<file path="src/rtl/axi_regfile_pkg.sv">
// Shared types and constants for the AXI4-Lite register file.
package axi_regfile_pkg;

  localparam int unsigned NREG_DEF = 16;
  localparam int unsigned DATA_W   = 32;
  localparam int unsigned STRB_W   = DATA_W / 8;

  localparam logic [1:0] RESP_OKAY = 2'b00;

  typedef logic [NREG_DEF-1:0][DATA_W-1:0] reg_arr_t;

  // Write data beat captured from the W channel
  typedef struct packed {
    logic [DATA_W-1:0] data;
    logic [STRB_W-1:0] strb;
  } wr_beat_t;

  // Merge new data into an old word, byte lane by byte lane
  function automatic logic [DATA_W-1:0] apply_strb(
    input logic [DATA_W-1:0] old_val,
    input logic [DATA_W-1:0] new_val,
    input logic [STRB_W-1:0] strb
  );
    logic [DATA_W-1:0] res;
    res = old_val;
    for (int unsigned b = 0; b < STRB_W; b++) begin
      if (strb[b]) res[b*8 +: 8] = new_val[b*8 +: 8];
    end
    return res;
  endfunction

endpackage

</file>
<file path="src/rtl/axi_regfile.sv">
// AXI4-Lite slave exposing NREG 32-bit registers to fabric; independent AW/W
// capture, one outstanding write response and one outstanding read.
module axi_regfile
  import axi_regfile_pkg::*;
#(
  parameter int unsigned NREG   = NREG_DEF,
  parameter int unsigned ADDR_W = $clog2(NREG) + 2
) (
  input  logic                           axi_aclk,
  input  logic                           axi_aresetn,
  input  logic [ADDR_W-1:0]              s_axi_awaddr,
  input  logic                           s_axi_awvalid,
  output logic                           s_axi_awready,
  input  logic [DATA_W-1:0]              s_axi_wdata,
  input  logic [STRB_W-1:0]              s_axi_wstrb,
  input  logic                           s_axi_wvalid,
  output logic                           s_axi_wready,
  output logic [1:0]                     s_axi_bresp,
  output logic                           s_axi_bvalid,
  input  logic                           s_axi_bready,
  input  logic [ADDR_W-1:0]              s_axi_araddr,
  input  logic                           s_axi_arvalid,
  output logic                           s_axi_arready,
  output logic [DATA_W-1:0]              s_axi_rdata,
  output logic [1:0]                     s_axi_rresp,
  output logic                           s_axi_rvalid,
  input  logic                           s_axi_rready,
  output logic [NREG-1:0][DATA_W-1:0]    slv_reg,
  input  logic [NREG-1:0][DATA_W-1:0]    slv_read,
  output logic [NREG-1:0]                slv_wr_stb
);

  localparam int unsigned IDX_W = ADDR_W - 2;

  // Write path state
  logic                          aw_held, aw_held_n;
  logic                          w_held, w_held_n;
  logic [IDX_W-1:0]              aw_idx, aw_idx_n;
  wr_beat_t                      w_beat, w_beat_n;
  logic                          commit;
  logic                          bvalid_n, awready_n, wready_n;
  logic [NREG-1:0][DATA_W-1:0]   reg_n;
  logic [NREG-1:0]               stb_n;

  // Read path state
  logic                          rvalid_n, arready_n;
  logic [DATA_W-1:0]             rdata_n;

  // Address LSBs select bytes within a word and play no part in decoding
  logic                          unused_addr_lsb;
  assign unused_addr_lsb = ^{s_axi_awaddr[1:0], s_axi_araddr[1:0]};

  assign s_axi_bresp = RESP_OKAY;
  assign s_axi_rresp = RESP_OKAY;

  // Write path: capture AW/W separately, commit one cycle after both are held
  always_comb begin
    aw_held_n = aw_held;
    w_held_n  = w_held;
    aw_idx_n  = aw_idx;
    w_beat_n  = w_beat;
    bvalid_n  = s_axi_bvalid;
    reg_n     = slv_reg;
    stb_n     = '0;
    commit    = aw_held && w_held;

    if (commit) begin
      reg_n[aw_idx] = apply_strb(slv_reg[aw_idx], w_beat.data, w_beat.strb);
      stb_n[aw_idx] = 1'b1;
      aw_held_n     = 1'b0;
      w_held_n      = 1'b0;
      bvalid_n      = 1'b1;
    end else if (s_axi_bvalid && s_axi_bready) begin
      bvalid_n = 1'b0;
    end

    if (s_axi_awvalid && s_axi_awready) begin
      aw_held_n = 1'b1;
      aw_idx_n  = s_axi_awaddr[ADDR_W-1:2];
    end

    if (s_axi_wvalid && s_axi_wready) begin
      w_held_n      = 1'b1;
      w_beat_n.data = s_axi_wdata;
      w_beat_n.strb = s_axi_wstrb;
    end

    // Readies are registered copies of the next-cycle acceptance condition
    awready_n = !aw_held_n && !bvalid_n;
    wready_n  = !w_held_n && !bvalid_n;
  end

  // Read path: sample fabric value at the AR handshake, hold until accepted
  always_comb begin
    rvalid_n = s_axi_rvalid;
    rdata_n  = s_axi_rdata;
    if (s_axi_arvalid && s_axi_arready) begin
      rvalid_n = 1'b1;
      rdata_n  = slv_read[s_axi_araddr[ADDR_W-1:2]];
    end else if (s_axi_rvalid && s_axi_rready) begin
      rvalid_n = 1'b0;
    end
    arready_n = !rvalid_n;
  end

  always_ff @(posedge axi_aclk) begin
    if (!axi_aresetn) begin
      aw_held       <= 1'b0;
      w_held        <= 1'b0;
      aw_idx        <= '0;
      w_beat        <= '0;
      slv_reg       <= '0;
      slv_wr_stb    <= '0;
      s_axi_bvalid  <= 1'b0;
      s_axi_awready <= 1'b0;
      s_axi_wready  <= 1'b0;
      s_axi_rvalid  <= 1'b0;
      s_axi_rdata   <= '0;
      s_axi_arready <= 1'b0;
    end else begin
      aw_held       <= aw_held_n;
      w_held        <= w_held_n;
      aw_idx        <= aw_idx_n;
      w_beat        <= w_beat_n;
      slv_reg       <= reg_n;
      slv_wr_stb    <= stb_n;
      s_axi_bvalid  <= bvalid_n;
      s_axi_awready <= awready_n;
      s_axi_wready  <= wready_n;
      s_axi_rvalid  <= rvalid_n;
      s_axi_rdata   <= rdata_n;
      s_axi_arready <= arready_n;
    end
  end

endmodule

</file>
<file path="config.mk">
export PLATFORM = sky130hd
export DESIGN_NAME = axi_regfile
export DESIGN_NICKNAME = d
export VERILOG_FILES = /design/src/rtl/axi_regfile_pkg.sv /design/src/rtl/axi_regfile.sv
export SDC_FILE = /design/constraint.sdc
export NUM_CORES = 1
export LEC_CHECK = 0
export BUFFER_PORTS_ARGS = -buffer_cell sky130_fd_sc_hd__buf_4
export CORE_AREA = 5 5 437 439
export CTS_CLUSTER_SIZE = 10
export DETAILED_ROUTE_END_ITERATION = 12
export DIE_AREA = 0 0 442 444
export PLACE_DENSITY = 0.41
export SKIP_LAST_GASP = 1
export SLEW_MARGIN = 20
export SYNTH_ARGS = -nofsm -noshare
export SYNTH_HDL_FRONTEND = slang
export SYNTH_SLANG_ARGS = --single-unit
</file>
<file path="constraint.sdc">
create_clock -name axi_aclk -period 2.6 [get_ports axi_aclk]
set_input_delay 0.39 -clock axi_aclk [delete_from_list [all_inputs] [get_ports axi_aclk]]
set_output_delay 0.39 -clock axi_aclk [all_outputs]
set_load 0.02 [all_outputs]
</file>
-- After elaboration in Yosys (flattened, before gate mapping)
Cells that the tools add are included.
- $lt $le $gt $ge: 3
- reduce and logical (&&, ||, !) cells: 14
- muxes and demuxes: 25
- operator list (kind ; count):
    512-bit bitwise mux ; 1
    32-bit binary-select mux with 4-bit select ; 2
    32-bit demux with 4-bit select ; 1
    32-bit 2-to-1 mux ; 3
    8-bit 2-to-1 mux ; 8
    4-bit by 5-bit less-than comparator with 1-bit output (second input constant) ; 2
    1-bit logical AND ; 9
    1-bit 2-to-1 mux ; 9
    1-bit demux with 4-bit select ; 1
    4-bit by 1-bit greater-or-equal comparator with 1-bit output (second input constant) ; 1
    1-bit logical NOT ; 4
    2-bit AND reduction ; 1
- bits of input ports: 567
- logic and storage cells: 70
- bits in registers: 607
- output and inout bits: 569

-- Logic depth before layout (Yosys ltp)
Gate-level depths: netlist (run 1).
- depth in word-level cells: 5
- mapped depth: 11
- gate-level depth less buffers: 4

-- Least setup slack after synthesis (run 1)
OpenSTA, ideal clock, no wires.
- path type: reg2reg
- from: register aw_idx[1]
- to: register slv_reg[128] in the netlist's numbering
- data required time: 2.469 ns
- arrival time: 2.172 ns
- cell stages (with the launch flop): 9
- clock period less this slack: 2.303 ns
- setup slack: 0.297 ns
- path buffers: 4
- setup time: 0.131 ns
- cells stage by stage: dfxtp_1 -> buf_4 -> buf_6 -> clkbuf_1 -> mux4_2 -> a22o_1 -> o31ai_1 -> clkbuf_2 -> o21ai_0
- longest elaborated chain between the ends: 5
- elaborated cells on any way between the ends: 10
- those cells by class: 2 x order compare; 7 x mux; 1 x reduce/logical
- RTL lines (item ; line ; RTL):
    from (decl) ; axi_regfile.sv:38 ; logic [IDX_W-1:0] aw_idx, aw_idx_n;
    from (signal assigned) ; axi_regfile.sv:123 ; aw_idx <= aw_idx_n;
    4-bit by 5-bit less-than comparator with 1-bit output (not written as such) (tied with other cells) ; axi_regfile.sv:68 ; reg_n[aw_idx] = apply_strb(slv_reg[aw_idx], w_beat.data, w_beat.strb);
    1-bit logical AND (not written as such) / 32-bit 2-to-1 mux (equally long branches) ; axi_regfile.sv:68 ;
    32-bit 2-to-1 mux (not written as such) / 8-bit 2-to-1 mux (equally long branches) ; axi_regfile.sv:68, axi_regfile_pkg.sv:27 ;
    32-bit demux with 4-bit select / 8-bit 2-to-1 mux (equally long branches) ; axi_regfile.sv:68, axi_regfile.sv:67 ;
    512-bit bitwise mux * ; axi_regfile.sv:68 ;
    to (signal assigned) ; axi_regfile.sv:125 ; slv_reg <= reg_n;
    to (decl) ; axi_regfile.sv:28 ; output logic [NREG-1:0][DATA_W-1:0] slv_reg,
Mark *: on every way between the ends. The rest lies on a longest branch, timed or not. The select of a mux whose other input is x is not followed.
A chain may end at the register's enable or synchronous reset.

-- Final worst setup path (run 1)
- from: register aw_idx[0]
- to: register slv_reg[211] in the netlist's numbering
The elaborated chain is that of the path after synthesis.

==> metrics.cfg, run 1 <==
[run_status]
status = completed

[clocking]
cts.clk_slew.worst_paths_ps = 60
htreeDepth = 3
cts_made_buffers = 84
clock-sinks = 607
cts_root_buffer = clkbuf_16
clock_latency_ps = 690
tritoncts = done
cts_buffer_depth = 3

[finish]
drive_gt1_share_pct = 44.85
multi_input_area_mm2 = 0.01447
final_nets = 4439
fin_util_pct = 23.56
area_growth_pct = 58.32
n_fill_cell = 20181
regArea_mm2 = 0.01216
largest_register_ffs = 512

[drt]
routedWlPerCell_um = 31.44
ant_nets = 0
vias_per_cell = 4.370
first_pass_iters = 6
wl_um = 202500
drt_iter0_markers = 2459
vias = 28147
drc = 0

[power]
p_sw_share_pct = 26.50
cellPowerDensity_mw_per_mm2 = 546.9
ir_drop_uv = 435.2
switching_power_w = 0.006378
clockPowerShare_pct = 48.8
power.leakage_nw = 17.45
pwr-share-seq_pct = 39.2
comb_power_share_pct = 12.0
intPower_w = 0.01769

[synth]
postSynth.asyncResetShare_pct = 0
synth-edff-count = 0
synth_seq_cells = 607
synth.avg_cell_area_um2 = 10.21
syn_inst = 2722
syn_area_mm2 = 0.02780
seq_area_frac_synth_pct = 43.71
yosysTopAreaCellShare_pct = 43.71
synthFlopType = dfxtp_1
synth_warnings = 0
synth_area_leaders = dfxtp_1, mux4_2, nand3_1
synth_cell_types = 43
yosys.area.top_type = dfxtp_1

[setup_path]
endpoint_kind = flop
worstPathRequired_ps = 3190
crit_arrival_ps = 3110
critPathMaxFanout = 14
startpoint_type = flop
crit_type = reg2reg

[global_routing]
grt_pass1_vias = 27004
grtUsageTotal_pct = 19.52
antenna_found_initial = 65
grt_pass1_wl_um = 262000
overflow = 0
grt_max_degree = 165

[die]
die_y_um = 444
start_util_pct = 14.88
core_mm2 = 0.1868
die_area_mm2 = 0.1962
die_width_um = 442
num_rows = 159
num_io_pins = 1136

[sta]
fin_hold_ws_ps = 40.44
period_share_pct = 96.98
rsz0062_at_grt = true
min_period_ps = 2522
drv_slew = 0
setup_viol = 0
worst_slew_pin_slew_ps = 907.6
fmax_mhz = 396.6
finalHoldViolCount = 0
slew_headroom_pct = 39.49
finalClockSkew_ps = 35.75

[hold_path]
hold_path.class = in2reg

[job]
maxCapViolCount = 0

[placement]
gp_congestion = 0.9451
port_buffers = 1127
hpwl_um = 163100

timing repair:
item | in CTS | in global routing
setup endpoints to repair | 8 | 74
hold buffers | 40 | 0
setup buffers | 0 | 3
cloned | 0 | 1
endpoints found under the hold margin | 39 | 0
resized for setup | 1 | 6
pin swaps | 0 | 1
cell type report:
cell class | count | share of cell area (%)
inverter | 5 | 0.04548
timing repair buffer | 1381 | 26.05
antenna | 17 | 0.09665
tap | 2495 | 7.092
clock inverter | 25 | 0.7761
sequential | 607 | 27.63
multi-input combinational | 1793 | 32.88
clock buffer | 118 | 5.432
layout by cell type (no fill, tap or decap), types with 31 or more instances in the layout:
cell type      synthesis  layout
o21a_1                31      31
o22ai_1               32      32
mux4_2               223     223
dfxtp_1              607     603
nand3_1              520     516
nand2_1               93      80
clkbuf_16              0      86
dlygate4sd3_1          0      40
buf_12                 0      75
mux2i_1              134     133
a21oi_1               45      44
a21o_1                32      32
o21ai_0              491     491
a22o_1                31      31
buf_4                 11    1260
worst paths after layout:
kind              startpoint              end  slack (ps)  depth (start not counted)
max reg2reg        aw_idx[0]     slv_reg[211]          80                          9
max                aw_idx[0]     slv_reg[211]          80                          9
min          s_axi_wdata[19]       w_beat[23]          40                          3
min reg2reg  s_axi_rdata[25]  s_axi_rdata[25]         450                          1
synthesized netlist by cell type, types with 31 or more instances:
master and number:
dfxtp_1 607, nand3_1 520, o21ai_0 491, mux4_2 223
clkbuf_1 220, mux2i_1 134, nand2_1 93, a21oi_1 45
buf_2 35, a21o_1 32, o22ai_1 32, a22o_1 31
o21a_1 31, o221ai_1 31
cells by family (layout without fill, tap and decap cells):
group	count (synthesis)	count (layout)	synth area share, %
simple gates	685	685	12.19
other cells	1	21	0.01349
buf+inv	325	1529	5.059
compound gates	747	747	16.14
mux	357	357	22.89
flops	607	607	43.71
routing by layer:
layer / track usage (%) / vias to the layer above / part of all wire (%)
met4: 6.841 / 58 / 4.1
li1: - / 12589 / -
met2: 27.08 / 1107 / 40
met5: 0 / - / 0.18
met1: 26.58 / 14117 / 45
met3: 8.698 / 276 / 10
power by group through the flow:
stage               combinational (W)  clock, W  sequential (W)
floorplan                     0.00113         0         0.00966
global placement              0.00280         0         0.00965
detailed placement            0.00281         0         0.00965
CTS                           0.00287    0.0121         0.00944
global route                  0.00302    0.0124         0.00944
finish                        0.00289    0.0117         0.00944
metrics by stage:
step	setup WS, ps	cell area (um2)	instances	power [W]	setup TNS (ps)
6_report	78.43	44010	6441	0.02407	0
5_1_grt	-32.90	43970	6425	0.02490	-171.1
4_1_cts	15.57	43880	6420	0.02447	0
3_5_place_dp	24.98	40740	6237	0.01245	0
3_3_place_gp	47.95	40740	6237	0.01245	0
2_1_floorplan	297.2	27810	2725	0.01080	0
critical path: stages (launching register included):
cell	delay, ps
dfxtp_4	350
buf_12	140
buf_12	160
buf_4	170
or3b_2	540
buf_4	220
o221ai_1	340
o31ai_4	140
buf_12	170
o21ai_0	150
Note: power is estimated with default switching activity, not from simulation.
==> inputs of run 2 (changes only) <==
--- a/config.mk
+++ b/config.mk
@@ -11,6 +11,8 @@
 export DETAILED_ROUTE_END_ITERATION = 12
 export DIE_AREA = 0 0 442 444
 export PLACE_DENSITY = 0.41
+export RECOVER_POWER = 50
+export SETUP_SLACK_MARGIN = 0.3
 export SKIP_LAST_GASP = 1
 export SLEW_MARGIN = 20
 export SYNTH_ARGS = -nofsm -noshare
==> metrics.cfg, run 2 (synthesis gave the netlist of run 1 again) <==
[run_status]
status = completed  ; unchanged

[clocking]
clock-sinks = 607  ; unchanged
cts_made_buffers = 79  ; was 84
tritoncts = done  ; unchanged
cts_buffer_depth = 3  ; unchanged
clock_latency_ps = 700  ; was 690 ps
htreeDepth = 3  ; unchanged
cts_root_buffer = clkbuf_16  ; unchanged
cts.clk_slew.worst_paths_ps = 60  ; about the same

[sta]
finalHoldViolCount = 0  ; unchanged
finalClockSkew_ps = 35.49  ; was 35.75 ps
setup_viol = 0  ; unchanged
min_period_ps = 2515  ; was 2522 ps
period_share_pct = 96.72  ; was 96.98%
slew_headroom_pct = 23.06  ; was 39.49%
drv_slew = 0  ; unchanged
fmax_mhz = 397.7  ; was 396.6 MHz
worst_slew_pin_slew_ps = 1153  ; was 907.6 ps
rsz0062_at_grt = true  ; unchanged

[die]
num_io_pins = 1136  ; unchanged
die_width_um = 442  ; unchanged
num_rows = 159  ; unchanged
die_area_mm2 = 0.1962  ; unchanged
core_mm2 = 0.1868  ; unchanged
start_util_pct = 14.88  ; unchanged
die_y_um = 444  ; unchanged

[finish]
final_nets = 4463  ; was 4439
final_area_mm2 = 0.04263  ; was 0.04401 mm2
n_fill_cell = 20556  ; was 20181
fin_util_pct = 22.82  ; was 23.56%
regArea_mm2 = 0.01216  ; unchanged
final_cell_mix = buf_4, dfxtp_1, clkbuf_1  ; was buf_4, dfxtp_1, nand3_1
final_common_cell = buf_4  ; unchanged
multi_input_area_mm2 = 0.01484  ; was 0.01447 mm2
area_growth_pct = 53.35  ; was 58.32%
drive_gt1_share_pct = 33.43  ; was 44.85%
largest_register_ffs = 512  ; unchanged

[drt]
first_pass_iters = 5  ; was 6
vias_per_cell = 4.422  ; was 4.370
ant_nets = 0  ; unchanged
routedWlPerCell_um = 30.98  ; was 31.44 um
drc = 0  ; unchanged
drt_iter0_markers = 2623  ; was 2459
wl_um = 199700  ; was 202500 um
vias = 28511  ; was 28147

[hold_path]
min_path_cells = 3  ; unchanged
hold_path.class = in2reg  ; unchanged

[power]
cellPowerDensity_mw_per_mm2 = 539.0  ; was 546.9 mW/mm2
comb_power_share_pct = 13.1  ; was 12.0%
intPower_w = 0.01677  ; was 0.01769 W
pwr-share-seq_pct = 41.0  ; was 39.2%
ir_drop_uv = 411.2  ; was 435.2 uV
power_w = 0.02298  ; was 0.02407 W
p_sw_share_pct = 27.01  ; was 26.50%
power.leakage_nw = 15.51  ; was 17.45 nW
switching_power_w = 0.006207  ; was 0.006378 W
clockPowerShare_pct = 45.9  ; was 48.8%

[setup_path]
endpoint_kind = flop  ; unchanged
worstPathRequired_ps = 3140  ; was 3190 ps
ff2ff_path_depth = 7  ; was 9
crit_arrival_ps = 3050  ; was 3110 ps
critPathMaxFanout = 16  ; was 14
startpoint_type = flop  ; unchanged
crit_type = reg2reg  ; unchanged

[global_routing]
grtUsageTotal_pct = 19.10  ; was 19.52%
grt_pass1_vias = 26961  ; was 27004
grt_max_degree = 117  ; was 165
grt_pass1_wl_um = 258300  ; was 262000 um
overflow = 0  ; unchanged
antenna_found_initial = 49  ; was 65

[placement]
port_buffers = 1127  ; unchanged
post_dp_cell_area_mm2 = 0.04072  ; was 0.04074 mm2
gp_congestion = 0.9365  ; was 0.9451
hpwl_um = 160900  ; was 163100 um

[job]
maxCapViolCount = 0  ; unchanged

run 2: cell types whose count changed in the layout (fill, tap and decap cells not counted), sizes merged:
cell         previous run  this run
dlygate4sd3            40        44
diode                  17        14
bufinv                  5         1
clkinv                 17        12
clkbuf                120       626
buf                  1339       847
inv                     8         9
run 2: layout make-up:
type                       instances  area share [%]
antenna                           14         0.08218
clock buffer                     107           5.071
clock inverter                    17          0.5400
inverter                           5         0.04989
multi-input combinational       1793           34.81
sequential                       607           28.53
tap                             2495           7.323
timing repair buffer            1410           23.60
run 2: per-stage QoR:
step | hold WS, ps | cells | setup TNS (ps) | worst slack [ps]
2_1_floorplan | 432.8 | 2725 | 0 | 302.2
3_3_place_gp | 436.9 | 6229 | -1057 | -75.10
3_5_place_dp | 440.3 | 6231 | -998.5 | -72.17
4_1_cts | 7.072 | 6411 | 0 | 50.02
5_1_grt | 7.190 | 6440 | 0 | 6.817
6_report | 68.46 | 6448 | 0 | 85.30
run 2: critical path: stages (launching register included):
cell,delay [ps]
dfxtp_4,390
buf_12,170
clkbuf_16,200
mux4_2,540
a22o_1,400
o31ai_2,320
buf_12,200
o21ai_0,100
run 2: routing by layer:
layer / global-route usage [%] / wire length (um)
met2: 26.93 / 81820
met4: 5.370 / 6883
met1: 27.57 / 92890
met3: 6.220 / 17950
met5: 0 / 195
run 2: power by group through the flow:
| stage | Sequential, W | Combinational (W) | Clock (W) |
|---|---|---|---|
| floorplan | 0.00966 | 0.00113 | 0 |
| global placement | 0.00963 | 0.00285 | 0 |
| detailed placement | 0.00964 | 0.00286 | 0 |
| CTS | 0.00943 | 0.00297 | 0.0109 |
| global route | 0.00943 | 0.00314 | 0.0112 |
| finish | 0.00943 | 0.00301 | 0.0105 |
run 2: path summary, 6_finish.rpt:
path	startpoint	to	slack (ps)
setup / recovery	aw_idx[0]	slv_reg[238]	90
hold / removal	s_axi_wdata[22]	w_beat[26]	70
setup reg to reg	aw_idx[0]	slv_reg[238]	90
hold reg to reg	s_axi_rdata[3]	s_axi_rdata[3]	450
run 2: repair_timing:
| action | CTS | global route |
|---|---|---|
| cloned | 1 | 8 |
| endpoints found under the hold margin | 41 | 0 |
| hold buffers | 44 | 0 |
| pin swaps | 2 | 36 |
| setup buffers | 11 | 15 |
| setup endpoints to repair | 496 | 504 |
| resized for setup | 44 | 122 |
